File: src/rtl/dac_slew_if.sv
// Target handshake and output bundle between the SPGD controller, the slew limiter
// and the DAC_offset_to_twos stage. All codes are offset binary.
interface dac_slew_if #(
  parameter int WIRE_WIDTH = 14
);
  logic [WIRE_WIDTH-1:0] target_in;
  logic                  target_valid;
  logic                  target_ready;
  logic [WIRE_WIDTH-1:0] data_out;
  logic                  update;
  logic                  settled;

  modport master (
    output target_in, target_valid,
    input  target_ready, data_out, update, settled
  );

  modport slave (
    input  target_in, target_valid,
    output target_ready, data_out, update, settled
  );
endinterface

File: src/rtl/dac_slew_limiter.sv
// Rate-limiting register stage in front of DAC_offset_to_twos: clamps accepted targets to
// [lim_lo, lim_hi] and walks data_out toward the goal by at most max_step per tick.
module dac_slew_limiter #(
  parameter int WIRE_WIDTH = 14,
  parameter int DIV_WIDTH  = 16
) (
  input  logic                  clk,
  input  logic                  rst,
  dac_slew_if.slave             bus,
  input  logic [WIRE_WIDTH-1:0] max_step,
  input  logic [DIV_WIDTH-1:0]  tick_div,
  input  logic [WIRE_WIDTH-1:0] lim_lo,
  input  logic [WIRE_WIDTH-1:0] lim_hi
);

  localparam logic [0:0] IDLE = 1'b0;
  localparam logic [0:0] SLEW = 1'b1;
  localparam logic [WIRE_WIDTH-1:0] MIDSCALE = {1'b1, {(WIRE_WIDTH-1){1'b0}}};

  // An inverted window collapses onto lim_lo.
  function automatic logic [WIRE_WIDTH-1:0] clamp_code(
    input logic [WIRE_WIDTH-1:0] t,
    input logic [WIRE_WIDTH-1:0] lo,
    input logic [WIRE_WIDTH-1:0] hi
  );
    if (lo > hi)     return lo;
    else if (t < lo) return lo;
    else if (t > hi) return hi;
    else             return t;
  endfunction

  // One bounded move toward goal; the result always lies between cur and goal.
  function automatic logic [WIRE_WIDTH-1:0] slew_step(
    input logic [WIRE_WIDTH-1:0] cur,
    input logic [WIRE_WIDTH-1:0] goal,
    input logic [WIRE_WIDTH-1:0] step
  );
    logic signed [WIRE_WIDTH:0] d;
    logic        [WIRE_WIDTH:0] mag;
    d   = $signed({1'b0, goal}) - $signed({1'b0, cur});
    mag = (d < 0) ? $unsigned(-d) : $unsigned(d);
    if (mag <= {1'b0, step}) return goal;
    else if (d > 0)          return cur + step;
    else                     return cur - step;
  endfunction

  logic [0:0]            state_p0, state_nxt;
  logic [DIV_WIDTH-1:0]  cnt_p0, cnt_nxt;
  logic [WIRE_WIDTH-1:0] goal_p0, goal_nxt;
  logic [WIRE_WIDTH-1:0] out_p0, out_nxt;
  logic                  upd_p0;
  logic                  settled_p0;

  logic [WIRE_WIDTH-1:0] step_eff;
  logic [WIRE_WIDTH-1:0] goal_in;
  logic                  tick;
  logic                  accept;

  assign bus.target_ready = ~rst;
  assign bus.data_out     = out_p0;
  assign bus.update       = upd_p0;
  assign bus.settled      = settled_p0;

  always_comb begin
    step_eff  = (max_step == '0) ? WIRE_WIDTH'(1) : max_step;
    accept    = bus.target_valid & ~rst;
    goal_in   = clamp_code(bus.target_in, lim_lo, lim_hi);
    tick      = (state_p0 == SLEW) && (cnt_p0 == tick_div);
    // A tick coinciding with an acceptance still steps toward the old goal.
    out_nxt   = tick ? slew_step(out_p0, goal_p0, step_eff) : out_p0;
    goal_nxt  = accept ? goal_in : goal_p0;
    state_nxt = state_p0;
    cnt_nxt   = '0;
    if (state_p0 == IDLE) begin
      if (accept && (goal_in != out_p0)) state_nxt = SLEW;
    end else begin
      cnt_nxt = tick ? '0 : cnt_p0 + 1'b1;
      if (tick && (out_nxt == goal_p0))
        state_nxt = (accept && (goal_in != out_nxt)) ? SLEW : IDLE;
    end
  end

  // Registered stage: output code, goal, control and status flags.
  always_ff @(posedge clk) begin
    if (rst) begin
      state_p0   <= IDLE;
      cnt_p0     <= '0;
      goal_p0    <= MIDSCALE;
      out_p0     <= MIDSCALE;
      upd_p0     <= 1'b0;
      settled_p0 <= 1'b1;
    end else begin
      state_p0   <= state_nxt;
      cnt_p0     <= cnt_nxt;
      goal_p0    <= goal_nxt;
      out_p0     <= out_nxt;
      upd_p0     <= (out_nxt != out_p0);
      settled_p0 <= (state_nxt == IDLE) && (out_nxt == goal_nxt);
    end
  end

endmodule

File: src/flat_wrapper.sv
// flat-port wrapper written by rule: the top's interface ports become plain ports
module dac_slew_limiter_flat 
#(
  parameter int WIRE_WIDTH = 14,
  parameter int DIV_WIDTH  = 16
)
  (clk, rst, max_step, tick_div, lim_lo, lim_hi, bus_target_in, bus_target_valid, bus_target_ready, bus_data_out, bus_update, bus_settled);
  dac_slew_if #(.WIRE_WIDTH(WIRE_WIDTH)) bus_i ();
  input  logic clk;
  input  logic rst;
  input  logic [WIRE_WIDTH-1:0] max_step;
  input  logic [DIV_WIDTH-1:0] tick_div;
  input  logic [WIRE_WIDTH-1:0] lim_lo;
  input  logic [WIRE_WIDTH-1:0] lim_hi;
  input wire logic [$bits(bus_i.target_in)-1:0] bus_target_in;
  input wire logic [$bits(bus_i.target_valid)-1:0] bus_target_valid;
  output wire logic [$bits(bus_i.target_ready)-1:0] bus_target_ready;
  output wire logic [$bits(bus_i.data_out)-1:0] bus_data_out;
  output wire logic [$bits(bus_i.update)-1:0] bus_update;
  output wire logic [$bits(bus_i.settled)-1:0] bus_settled;
  assign bus_i.target_in = bus_target_in;
  assign bus_i.target_valid = bus_target_valid;
  assign bus_target_ready = bus_i.target_ready;
  assign bus_data_out = bus_i.data_out;
  assign bus_update = bus_i.update;
  assign bus_settled = bus_i.settled;
  dac_slew_limiter #(.WIRE_WIDTH(WIRE_WIDTH), .DIV_WIDTH(DIV_WIDTH)) u_core (.clk(clk), .rst(rst), .bus(bus_i), .max_step(max_step), .tick_div(tick_div), .lim_lo(lim_lo), .lim_hi(lim_hi));
endmodule
File: config.mk
export PLATFORM = sky130hd
export DESIGN_NAME = dac_slew_limiter_flat
export DESIGN_NICKNAME = d
export VERILOG_FILES = /design/src/rtl/dac_slew_if.sv /design/src/rtl/dac_slew_limiter.sv /design/src/flat_wrapper.sv
export SDC_FILE = /design/constraint.sdc
export NUM_CORES = 1
export LEC_CHECK = 0
export ABC_AREA = 1
export BUFFER_PORTS_ARGS = -buffer_cell sky130_fd_sc_hd__buf_2
export CAP_MARGIN = 40
export CORE_UTILIZATION = 40
export DETAILED_ROUTE_END_ITERATION = 16
export HOLD_SLACK_MARGIN = 0.12
export PLACE_DENSITY_LB_ADDON = 0.12
export SETUP_SLACK_MARGIN = 0.05
export SYNTH_ARGS = -nofsm -noshare
export SYNTH_HDL_FRONTEND = slang
export SYNTH_SLANG_ARGS = --single-unit
File: constraint.sdc
create_clock -name clk -period 14.75 [get_ports clk]
set_input_delay 1.475 -clock clk [delete_from_list [all_inputs] [get_ports clk]]
set_output_delay 1.475 -clock clk [all_outputs]
set_load 0.03 [all_outputs]
After elaboration in Yosys (flattened, before gate mapping)
Index checks and enable logic that the tools add are counted.
{"block": "word_totals", "out_inout_bits": 17, "latchBits": 0, "input_bits": 75, "n_memories": 0, "register_bits": 47, "rom_bits": 0, "word_cells": 47, "mem_bits_rw": 0}
{"block": "op_classes", "n_shift": 0, "div_mod_pow": 0, "magnitude_cmp": 6, "multipliers": 0, "n_eq_ne": 6, "n_addsub": 5, "mux": 13, "bitwise": 4, "n_reduce_logical": 7}
{"op": "14-bit 2-to-1 mux", "n": 8}
{"op": "14-bit inequality test", "n": 3}
{"op": "14-bit == test", "n": 2}
{"op": "14-bit greater-than comparator", "n": 2}
{"op": "16-bit by 1-bit adder with 16-bit output, second input constant", "n": 1}
{"op": "16-bit == test", "n": 1}
{"op": "15-bit by 1-bit greater-than comparator with 1-bit output, second input constant", "n": 1}
{"op": "15-bit by 14-bit <= comparator with 1-bit output", "n": 1}
{"op": "15-bit by 1-bit < comparator with 1-bit output, second input constant", "n": 1}
{"op": "15-bit 2-to-1 mux", "n": 1}
{"op": "15-bit negator", "n": 1}
{"op": "14-bit by 14-bit subtractor with 15-bit output", "n": 1}
{"op": "14-bit adder", "n": 1}
{"op": "14-bit logical NOT", "n": 1}
{"op": "14-bit < comparator", "n": 1}
{"op": "14-bit subtractor", "n": 1}
{"op": "1-bit logical AND", "n": 5}
{"op": "1-bit 2-to-1 mux", "n": 4}
{"op": "1-bit inverter", "n": 3}
{"op": "3-bit OR reduction", "n": 1}
{"op": "1-bit AND", "n": 1}

Longest topological paths before layout
{"block": "logic_depth", "ltp_word": 13, "ltp_mapped": 41, "depth_no_buf": 41}

Worst setup path before layout
No wires, ideal clock.
{"block": "synth_timing", "path_kind": "flip-flop to flip-flop", "startpoint": "reg u_core.out_p0[1] (netlist: u_core.bus.data_out[1])", "endpoint": "reg u_core.state_p0", "n_path_buf": 1, "required_time_ns": 14.635, "synth_period_minus_slack_ns": 4.933, "path_stages_with_launch": 36, "setup_slack_ns": 9.817, "t_arrival_ns": 4.819, "setup_ns": 0.115, "cell_sequence": "dfxtp_1 -> inv_1 -> fa_1 -> inv_1 -> ha_1 -> inv_1 -> nor2_1 -> nand3_2 -> nor2_4 -> nand3_2 -> nor2_4 -> nand3_1 -> nand2_1 -> clkbuf_1 -> nor2_1 -> xor2_1 -> ha_1 -> a21oi_1 -> nand2_1 -> nand2_1 -> nand2_1 -> a31oi_1 -> o21ai_0 -> nand2_1 -> nand2_1 -> inv_1 -> nand2_1 -> nand3_2 -> nand2_1 -> a21oi_1 -> nand3_1 -> nor2_1 -> nand2_1 -> nor2_2 -> nand2_1 -> and2_1"}
{"block": "synth_between", "elab_chain_cells": 11, "elab_cells_between_ends": 21, "cone_classes": "add/sub: 4; order compare: 3; eq/ne: 3; mux: 8; reduce/logical: 3"}
{"item": "start: declaration", "line_no": "dac_slew_limiter.sv:50", "text": "logic [WIRE_WIDTH-1:0] out_p0, out_nxt;"}
{"item": "start signal: assignment", "line_no": "dac_slew_limiter.sv:96", "text": "out_p0 <= out_nxt;"}
{"item": "14-bit by 14-bit subtractor with 15-bit output", "line_no": "dac_slew_limiter.sv:40", "text": "d = $signed({1'b0, goal}) - $signed({1'b0, cur});"}
{"item": "15-bit negator or 15-bit by 1-bit < comparator with 1-bit output (tied branches)", "line_no": "dac_slew_limiter.sv:41", "text": "mag = (d < 0) ? $unsigned(-d) : $unsigned(d);"}
{"item": "15-bit 2-to-1 mux", "line_no": "dac_slew_limiter.sv:41"}
{"item": "15-bit by 14-bit <= comparator with 1-bit output", "line_no": "dac_slew_limiter.sv:42", "text": "if (mag <= {1'b0, step}) return goal;"}
{"item": "14-bit 2-to-1 mux", "line_no": "dac_slew_limiter.sv:42"}
{"item": "14-bit 2-to-1 mux", "line_no": "dac_slew_limiter.sv:70", "text": "out_nxt = tick ? slew_step(out_p0, goal_p0, step_eff) : out_p0;"}
{"item": "14-bit inequality test", "line_no": "dac_slew_limiter.sv:79", "text": "state_nxt = (accept && (goal_in != out_nxt)) ? SLEW : IDLE;"}
{"item": "1-bit logical AND", "line_no": "dac_slew_limiter.sv:79"}
{"item": "1-bit 2-to-1 mux", "line_no": "dac_slew_limiter.sv:79"}
{"item": "1-bit 2-to-1 mux", "line_no": "dac_slew_limiter.sv:78", "text": "if (tick && (out_nxt == goal_p0))"}
{"item": "1-bit 2-to-1 mux (*)", "line_no": "dac_slew_limiter.sv:74", "text": "if (state_p0 == IDLE) begin"}
{"item": "end signal: assignment", "line_no": "dac_slew_limiter.sv:93", "text": "state_p0 <= state_nxt;"}
{"item": "end: declaration", "line_no": "dac_slew_limiter.sv:47", "text": "logic [0:0] state_p0, state_nxt;"}
Mark *: on every way between the ends. The rest lies on a longest branch, timed or not.
A chain may end at the register's enable or synchronous reset.

Final worst setup path
{"block": "layout_timing", "startpoint": "reg u_core.out_p0[1] (netlist: u_core.bus.data_out[1])", "endpoint": "reg u_core.upd_p0 (netlist: u_core.bus.update)"}
{"block": "layout_between", "elab_chain_cells": 7, "elab_cells_between_ends": 12, "cone_classes": "add/sub: 4; order compare: 3; eq/ne: 1; mux: 4"}
{"item": "14-bit by 14-bit subtractor with 15-bit output", "line_no": "dac_slew_limiter.sv:40"}
{"item": "15-bit negator or 15-bit by 1-bit < comparator with 1-bit output (tied branches)", "line_no": "dac_slew_limiter.sv:41"}
{"item": "15-bit 2-to-1 mux", "line_no": "dac_slew_limiter.sv:41"}
{"item": "15-bit by 14-bit <= comparator with 1-bit output", "line_no": "dac_slew_limiter.sv:42"}
{"item": "14-bit 2-to-1 mux", "line_no": "dac_slew_limiter.sv:42"}
{"item": "14-bit 2-to-1 mux", "line_no": "dac_slew_limiter.sv:70"}
{"item": "14-bit inequality test (*)", "line_no": "dac_slew_limiter.sv:97", "text": "upd_p0 <= (out_nxt != out_p0);"}
{"item": "end signal: assignment", "line_no": "dac_slew_limiter.sv:97"}
{"item": "end: declaration", "line_no": "dac_slew_limiter.sv:51", "text": "logic upd_p0;"}
Marked as above.

==> impl_metrics.py <==
metrics = {
    "status": {
        "outcome": "completed",
    },
    "die": {
        "start_util": 0.414,
        "die_x_um": 140,
        "die_area_mm2": 0.0195,
        "fp-row-count": 49,
        "ios": 92,
        "die_h_um": 140,
        "coreArea_mm2": 0.0183,
    },
    "cts": {
        "numCtsBuffers": 5,
        "cts_sinks": 47,
        "cts-resized-gates": 0,
        "cts_hold_buf": 0,
        "post_cts_buffers": 0,
        "cts_htree_levels": 2,
        "clk_pin_slew_ns": 0.08,
        "cts_tree": "built",
        "clock_latency_ns": 0.31,
        "clockBufferDepth": 2,
        "cts_root_buffer": "clkbuf_16",
    },
    "worst_setup_path": {
        "worstSetupEndpointType": "flop",
        "worstRegToRegCells": 31,
        "crit_buf_inv": 5,
        "required_ns": 14.95,
        "crit_family": "simple AND/OR/NAND/NOR gates",
        "slowest_stage": "fa_1",
        "r2r-end": "u_core.bus.update$_SDFF_PP0_",
        "cp.arrival_ns": 6.03,
        "worstPathMaxFanout": 12,
        "r2r_start": "u_core.bus.data_out[1]$_SDFF_PP0_",
        "rrSetupSlack_ns": 8.93,
        "startpoint_type": "flop",
        "cpPeakStageDelay_ns": 0.56,
        "crit_type": "reg2reg",
    },
    "synth": {
        "synth.distinct_cells": 49,
        "syn_area_per_cell_um2": 5.97,
        "synth_edf_count": 0,
        "yosys.area.top_type": "nand2_1",
        "synth_warnings": 0,
        "syn_nets": 1431,
        "synth.area.top_cells": "nand2_1, ha_1, dfxtp_1",
        "synth.cell_area_mm2": 0.00757,
        "async_flop_share": 0,
        "seq_area_frac_synth": 0.124,
        "ys.flop_type": "dfxtp_1",
        "syn_inst": 1269,
        "synth_top_area_frac": 0.170,
        "ys_ff_latch": 47,
    },
    "routing": {
        "drtIter0Drc": 593,
        "post_drt_wl_per_cell_um": 15.0,
        "drc": 0,
        "via_count": 8132,
        "antenna_left": 0,
        "drt_pass1_iterations": 5,
        "drt-total-wl_mm": 23.6,
        "via_per_inst": 5.15,
    },
    "job": {
        "max_cap_violations": 0,
    },
    "timing": {
        "fin_skew_ns": 0.0143,
        "fmax_mhz": 172,
        "finalSetupViolations": 0,
        "worst_pin_slew_ns": 0.675,
        "slew_viol_final": 0,
        "slew_headroom": 0.549,
        "fin_tns_setup_ns": 0,
        "period_needed_ns": 5.82,
        "hold_viol": 0,
        "fin_crit_sh": 0.395,
        "rsz0062_at_grt": "no",
        "hold_ws_ns": 0.458,
    },
    "power_and_ir_drop": {
        "ir_drop_mv": 0.0454,
        "p_per_area_mw_per_mm2": 80.8,
        "cellLeakagePower_nw": 4.52,
    },
    "global_route": {
        "grt_pass1_wl_mm": 38.3,
        "antenna_found_initial": 0,
        "overflow": 0,
        "grt_use_total": 0.246,
        "grt_max_degree": 29,
        "grt_pass1_vias": 7403,
    },
    "placed_design": {
        "place_hpwl_mm": 19.9,
        "routabilityCongestion": 0.914,
        "portBuffers": 91,
    },
    "min_path": {
        "min_to": "u_core.cnt_p0[0]$_SDFF_PP0_",
        "holdCritStartpoint": "u_core.cnt_p0[0]$_SDFF_PP0_",
        "hold_path.class": "reg2reg",
        "holdPathStages": 1,
    },
    "finish": {
        "area_delta_synth_final_pct": 10.3,
        "fin_nets": 1512,
        "antenna_cells": 0,
        "layout-drive-gt1-share": 0.128,
    },
}
## final cells by class
class	count	area [um2]
tap	229	287
timing repair buffer	92	463
multi-input combinational	996	5710
sequential	47	941
clock buffer	5	125
fill	2006	9920
inverter	208	781
clock inverter	3	47.5
## cells in the mapped netlist, types with 16 or more instances
cell type / n
nor2_1: 137
a21oi_1: 60
nand3_1: 108
nor3_1: 18
o21ai_0: 31
xor2_1: 60
dfxtp_1: 47
nand4_1: 24
nand3_2: 16
nand2_1: 343
inv_1: 200
nand2_2: 25
ha_1: 85
## per-layer routing
| metal | vias up | share of wire | GRT usage |
|---|---|---|---|
| li1 | 4247 | - | - |
| met1 | 3593 | 0.48 | 0.356 |
| met2 | 260 | 0.43 | 0.381 |
| met3 | 32 | 0.071 | 0.0368 |
| met4 | 0 | 0.017 | 0.0573 |
| met5 | - | 0 | 0 |
## placed cells by master (no fill, tap or decap), types with 5 or more instances in the layout
cell type  synthesis  layout
nand2_2           25      25
ha_1              85      85
nand2_4            8       8
inv_2              8       8
xor2_1            60      60
nand3_1          108     108
nor2_1           137     137
buf_2              1      91
xnor2_1           10      10
nor4_1             6       6
nand2_1          343     343
nand3b_1           6       6
nand4_1           24      24
nand3_2           16      16
o22ai_1           10      10
o21ai_0           31      31
o211ai_1           6       6
dfxtp_1           47      47
clkbuf_16          0       5
a21oi_1           60      60
inv_1            200     200
nor3_1            18      18
## worst max path at each step
stage,startpoint,end,slack [ns],cells past startpoint
after floorplan,u_core.bus.data_out[1]$_SDFF_PP0_,u_core.state_p0$_SDFF_PP0_,9.82,35
after global placement,max_step[5],u_core.state_p0$_SDFF_PP0_,9.01,29
final,u_core.bus.data_out[1]$_SDFF_PP0_,u_core.bus.update$_SDFF_PP0_,8.93,31
after detailed placement,max_step[5],u_core.state_p0$_SDFF_PP0_,9.05,29
after CTS,u_core.goal_p0[0]$_SDFF_PP0_,u_core.bus.update$_SDFF_PP0_,9.05,33
after global routing,u_core.goal_p0[0]$_SDFF_PP0_,u_core.state_p0$_SDFF_PP0_,8.44,34
## where the power goes
| part | internal, mW | total, mW | switching, mW |
|---|---|---|---|
| clock network | 0.0811 | 0.140 | 0.0587 |
| logic | 0.134 | 0.400 | 0.266 |
| registers | 0.130 | 0.136 | 0.00519 |
## registers in the layout, summed over array words and instances, names as in the netlist
signal	flops
u_core.goal_p0	14
u_core.bus.data_out	14
u_core.state_p0	1
u_core.bus.settled	1
u_core.cnt_p0	16
u_core.bus.update	1
## through the flow
step           cell area [um2]  setup WS [ns]  instances   util  power (mW)
2_1_floorplan             7570           9.82       1269      -       0.450
3_3_place_gp              8180           9.01       1572  0.448       0.531
3_5_place_dp              8180           9.05       1572  0.448       0.530
4_1_cts                   8350           9.05       1580  0.457       0.673
5_1_grt                   8350           8.44       1580  0.457       0.735
6_report                  8350           8.93       1580  0.457       0.675
## worst register-to-register path: cells and delay by family, from the launching register on
family | cells | cell delay [ns]
AND/OR/NAND/NOR | 17 | 2.31
adder cells (fa/ha/maj) | 3 | 1.21
AO/OA/AOI/OAI | 5 | 1.04
buffers and inverters | 5 | 0.50
flip-flops | 1 | 0.49
XOR/XNOR | 1 | 0.18
## logic make-up after synthesis
group,Yosys count,synth area share
simple gates,713,0.434
buf+inv,226,0.122
compound gates,126,0.0931
fa+ha+maj,87,0.146
xor+xnor,70,0.0810
flops,47,0.124
No activity file was read; power rests on OpenSTA's default activity.
